`src/rtl/gf16_mac_seq.sv`:
```
// Bit-serial GF(2^4) multiply-accumulate: Horner product, XOR accumulator, valid/ready result.
// Optional feature macro: GF16_MAC_ZERO_SKIP_EN (zero operands bypass the multiply steps).
module gf16_mac_seq #(
    parameter logic [3:0] POLY     = 4'b0011,
    parameter logic [3:0] ACC_INIT = 4'h0
) (
    input  logic       clk,
    input  logic       rst,
    input  logic       in_valid,
    output logic       in_ready,
    input  logic [3:0] in_a,
    input  logic [3:0] in_b,
    input  logic       in_clr,
    output logic       out_valid,
    input  logic       out_ready,
    output logic [3:0] out_prod,
    output logic [3:0] out_acc,
    output logic       busy
);

    typedef enum logic [1:0] {IDLE, MUL, DONE} state_t;

    state_t     state_reg, state_next;
    logic [1:0] cnt_reg;
    logic [3:0] p_reg;
    logic [3:0] a_reg;
    logic [3:0] b_reg;
    logic       clr_reg;
    logic [3:0] acc_reg;
    logic [3:0] prod_reg;
    logic       valid_reg;

    logic       accept;
    logic       zero_op;
    logic       b_bit;
    logic [3:0] xt;
    logic [3:0] pp;
    logic [3:0] p_next;
    logic [3:0] fold_in;
    logic       fold_clr;
    logic [3:0] acc_next;

    assign accept = in_valid & in_ready;

`ifdef GF16_MAC_ZERO_SKIP_EN
    assign zero_op = (in_a == 4'h0) | (in_b == 4'h0);
`else
    assign zero_op = 1'b0;
`endif

    // One Horner step: shift-and-reduce, then add a_reg if the current multiplier bit is set.
    assign b_bit = b_reg[2'd3 - cnt_reg];
    assign xt    = {p_reg[2:0], 1'b0} ^ (p_reg[3] ? POLY : 4'h0);

    generate
        for (genvar gi = 0; gi < 4; gi++) begin : g_pp
            assign pp[gi] = a_reg[gi] & b_bit;
        end
    endgenerate

    assign p_next = xt ^ pp;

    // In IDLE only the zero-skip path folds, with a zero product and the live clr input.
    assign fold_in  = (state_reg == IDLE) ? 4'h0 : p_next;
    assign fold_clr = (state_reg == IDLE) ? in_clr : clr_reg;
    assign acc_next = fold_clr ? fold_in : (acc_reg ^ fold_in);

    always_ff @(posedge clk or posedge rst) begin
        if (rst) begin
            state_reg <= IDLE;
        end else begin
            state_reg <= state_next;
        end
    end

    always_comb begin
        state_next = state_reg;
        case (state_reg)
            IDLE: if (accept) state_next = zero_op ? DONE : MUL;
            MUL:  if (cnt_reg == 2'd3) state_next = DONE;
            DONE: if (out_ready) state_next = IDLE;
            default: state_next = IDLE;
        endcase
    end

    always_comb begin
        in_ready  = (state_reg == IDLE) & ~rst;
        busy      = (state_reg != IDLE);
        out_valid = valid_reg;
        out_prod  = prod_reg;
        out_acc   = acc_reg;
    end

    always_ff @(posedge clk or posedge rst) begin
        if (rst) begin
            cnt_reg   <= 2'd0;
            p_reg     <= 4'h0;
            a_reg     <= 4'h0;
            b_reg     <= 4'h0;
            clr_reg   <= 1'b0;
            acc_reg   <= ACC_INIT;
            prod_reg  <= 4'h0;
            valid_reg <= 1'b0;
        end else begin
            case (state_reg)
                IDLE: begin
                    if (accept) begin
                        a_reg   <= in_a;
                        b_reg   <= in_b;
                        clr_reg <= in_clr;
                        p_reg   <= 4'h0;
                        cnt_reg <= 2'd0;
                        if (zero_op) begin
                            prod_reg  <= 4'h0;
                            acc_reg   <= acc_next;
                            valid_reg <= 1'b1;
                        end
                    end
                end
                MUL: begin
                    p_reg   <= p_next;
                    cnt_reg <= cnt_reg + 2'd1;
                    if (cnt_reg == 2'd3) begin
                        prod_reg  <= p_next;
                        acc_reg   <= acc_next;
                        valid_reg <= 1'b1;
                    end
                end
                DONE: begin
                    if (out_ready) valid_reg <= 1'b0;
                end
                default: valid_reg <= 1'b0;
            endcase
        end
    end

endmodule
```
`config.mk`:
```
export PLATFORM = sky130hd
export DESIGN_NAME = gf16_mac_seq
export DESIGN_NICKNAME = d
export VERILOG_FILES = /design/src/rtl/gf16_mac_seq.sv
export SDC_FILE = /design/constraint.sdc
export NUM_CORES = 1
export LEC_CHECK = 0
export BUFFER_PORTS_ARGS = -buffer_cell sky130_fd_sc_hd__buf_2
export CORE_ASPECT_RATIO = 0.9
export CORE_MARGIN = 3
export CORE_UTILIZATION = 42
export CTS_CLUSTER_SIZE = 24
export DETAILED_ROUTE_END_ITERATION = 6
export GPL_TIMING_DRIVEN = 0
export PLACE_DENSITY = 0.66
export SLEW_MARGIN = 20
export SYNTH_ARGS = -nofsm -noshare
export SYNTH_HDL_FRONTEND = slang
export SYNTH_SLANG_ARGS = --single-unit
export TNS_END_PERCENT = 5
```
`constraint.sdc`:
```
create_clock -name clk -period 5.65 [get_ports clk]
set_input_delay 0.8475 -clock clk [delete_from_list [all_inputs] [get_ports clk]]
set_output_delay 0.8475 -clock clk [all_outputs]
set_load 0.1 [all_outputs]
```
==> impl_metrics.env <==
export IMPL_r2r_end="out_acc[1]$_DFFE_PP0P_"
export IMPL_cts_hold_buf=0
export IMPL_async_flop_share_pct=100.0
export IMPL_ys_top_cells_by_area="dfrtp_1 (52%), nand2_1 (13%), o21ai_0 (5.2%)"
export IMPL_ys_seq_area_share_pct=52.10
export IMPL_drt_wl_total_um=2499
export IMPL_clkLatencyLatePin_ps=320
export IMPL_grt_setup_unrepaired="no"
export IMPL_dpl_hpwl_um=1914
export IMPL_post_route_period_util_pct=43.99
export IMPL_synth_top_flop_cell="dfrtp_1"
export IMPL_ys_ff_latch=26
export IMPL_worst_path_max_fanout=3
export IMPL_fp_dieW_um=63.48
export IMPL_crit_chain="buf_2 > nor3_1 > buf_2"
export IMPL_holdCritPathClass="reg2reg"
export IMPL_synth_common_cells="nand2_1 (42), dfrtp_1 (26), o21ai_0 (13)"
export IMPL_grt_max_degree=27
export IMPL_synth_enable_flop_cells=0
export IMPL_cts_sinks=26
export IMPL_clockBufferDepth=2
export IMPL_routabilityCongestion=0.7778
export IMPL_finalMaxSlewViolations=0
export IMPL_grt_pass1_wl_um=4664
export IMPL_core_area_mm2=0.002793
export IMPL_nFillCells=298
export IMPL_fin_setup_tns_ps=0
export IMPL_ctsHtreeMaxLevel=1
export IMPL_crit_cells=3
export IMPL_route_detailed_drc=0
export IMPL_num_vias=1046
export IMPL_fmax_mhz=402.3
export IMPL_io_buffer_count=23
export IMPL_dieArea_mm2=0.003664
export IMPL_regArea_um2=650.6
export IMPL_multi_input_area_um2=545.5
export IMPL_gr_total_overflow=0
export IMPL_pin_count=24
export IMPL_cts_tree="yes"
export IMPL_syn_num_nets=153
export IMPL_antenna_found_initial=0
export IMPL_syn_area_per_cell_um2=8.983
export IMPL_drt_pass1_iter_count=4
export IMPL_worst_path_most_repeated_cell="buf_2"
export IMPL_num_rows=18
export IMPL_critPathLaunchType="input pin"
export IMPL_fin_skew_ps=8.846
export IMPL_hold_viol_final=0
export IMPL_path_buf_inv=2
export IMPL_drtAntennaViolNets=0
export IMPL_crit_path_end="in_ready"
export IMPL_synth_cell_type_count=28
export IMPL_yosys_warnings=0
export IMPL_critPathTopFamily="buffers and inverters"
export IMPL_placed_area_mm2=0.001414
export IMPL_arrival_ps=1640
export IMPL_crit_type="in2out"
export IMPL_ff2ff_path_depth=4
export IMPL_cp_required_ps=4800
export IMPL_startpoint="rst"
export IMPL_tritoncts_num_buffers=3
export IMPL_yosysMostFrequentCell="nand2_1"
export IMPL_slowest_stage="buf_2"
export IMPL_r2r_start="cnt_reg[0]$_DFFE_PP0P_"
export IMPL_viasPerCell=5.078
export IMPL_num_nets_final=181
export IMPL_cts_setup_buffers=0
export IMPL_synth_top_area_share_pct=52.10
export IMPL_yosysTopAreaCell="dfrtp_1"
export IMPL_status="finished, final reports clean"
export IMPL_n_antenna_cell=0
export IMPL_drv_cap=0
export IMPL_wire_per_inst_um=12.13
export IMPL_drtIter0Drc=51
export IMPL_r2r_setup_slack_ps=3780
export IMPL_clkSlewWorstSetupHoldPaths_ps=130
export IMPL_drive_gt1_share_pct=20.48
export IMPL_period_needed_ps=2485
export IMPL_endpoint_kind="primary output"
export IMPL_area_growth_pct=16.13
export IMPL_fp_dieH_um=57.73
export IMPL_grt_pass1_vias=1008
export IMPL_clockRootBuffer="clkbuf_4"
export IMPL_finalSetupViolations=0
export IMPL_ctsResizeCount=0
export IMPL_gr_usage_all_layers_pct=16.04
export IMPL_fin_area_mm2=0.001450
export IMPL_max_slew_margin_pct=35.41
export IMPL_max_stage_delay_ps=480
export IMPL_synthCells=139
export IMPL_worst_slew_pin_slew_ps=967.8
export IMPL_start_util_pct=44.71
export IMPL_syn_cell_area_mm2=0.001249
==> worst min-delay path by stage <==
| stage | slack, ps | end | depth (start not counted) | start |
|---|---|---|---|---|
| 5_1_grt | 520 | out_valid$_DFFE_PP0P_ | 2 | out_valid$_DFFE_PP0P_ |
| 4_1_cts | 500 | b_reg[2]$_DFFE_PP0P_ | 2 | b_reg[2]$_DFFE_PP0P_ |
| 3_5_place_dp | 460 | b_reg[2]$_DFFE_PP0P_ | 2 | b_reg[2]$_DFFE_PP0P_ |
| 2_1_floorplan | 440 | b_reg[1]$_DFFE_PP0P_ | 2 | b_reg[1]$_DFFE_PP0P_ |
| 6_report | 490 | out_valid$_DFFE_PP0P_ | 2 | out_valid$_DFFE_PP0P_ |
| 3_3_place_gp | 450 | out_valid$_DFFE_PP0P_ | 2 | out_valid$_DFFE_PP0P_ |
==> per-stage QoR <==
step | util, % | hold WS (ps) | worst slack (ps) | cells
floorplan | - | 440.3 | 1667 | 139
global placement | 50.63 | 452.3 | 3160 | 202
detailed placement | 50.63 | 462.6 | 3154 | 202
CTS | 51.93 | 496.2 | 3154 | 206
global route | 51.93 | 516.6 | 3108 | 206
finish | 51.93 | 491.6 | 3165 | 206
==> routing by layer <==
| metal | part of all wire [%] | vias up | wire length, um | GRT usage [%] |
|---|---|---|---|---|
| met5 | 0 | - | 0 | 0 |
| met4 | 0.92 | 0 | 23 | 5.538 |
| met3 | 3.7 | 4 | 92 | 3.101 |
| met2 | 46 | 18 | 1157 | 24.85 |
| met1 | 49 | 501 | 1226 | 22.71 |
| li1 | - | 523 | - | - |
==> cell usage in the layout (no fill, tap or decap), types with 3 or more instances in the layout <==
cell      synthesis  layout
inv_1             6       6
nand3_1          12      12
clkbuf_4          0       3
o21ai_0          13      13
nand2_1          42      42
and2_1            3       3
nor3_1            3       3
dfrtp_1          26      26
clkbuf_1          5       5
buf_2             0      23
==> layout make-up <==
type / count / area share (%)
Timing Repair Buffer: 23 / 7.938
Sequential cell: 26 / 44.87
Tap cell: 40 / 3.451
Clock buffer: 4 / 2.502
Inverter: 6 / 1.553
Multi-Input combinational cell: 101 / 37.62
Buffer: 6 / 2.071
==> cell families (layout without fill, tap and decap cells) <==
kind of cell	after synthesis	count (layout)	synth area share (%)
AOI/OAI and AO/OA	24	24	12.12
DFF	26	26	52.10
buffers and inverters	12	39	4.208
and+or+nand+nor	74	74	28.06
adders and majority gates	1	1	1.002
muxes	1	1	1.803
xor gates and xnor gates	1	1	0.7015
==> worst reg2reg max path, cell delays in order, from the launching register on <==
cell     delay (ps)
dfrtp_1         440
mux4_2          570
a21oi_1         290
or4_1           150
or3b_1          330
Power is not shown: default switching activity piles up to over one toggle a cycle in this logic, so the estimate is an artifact.
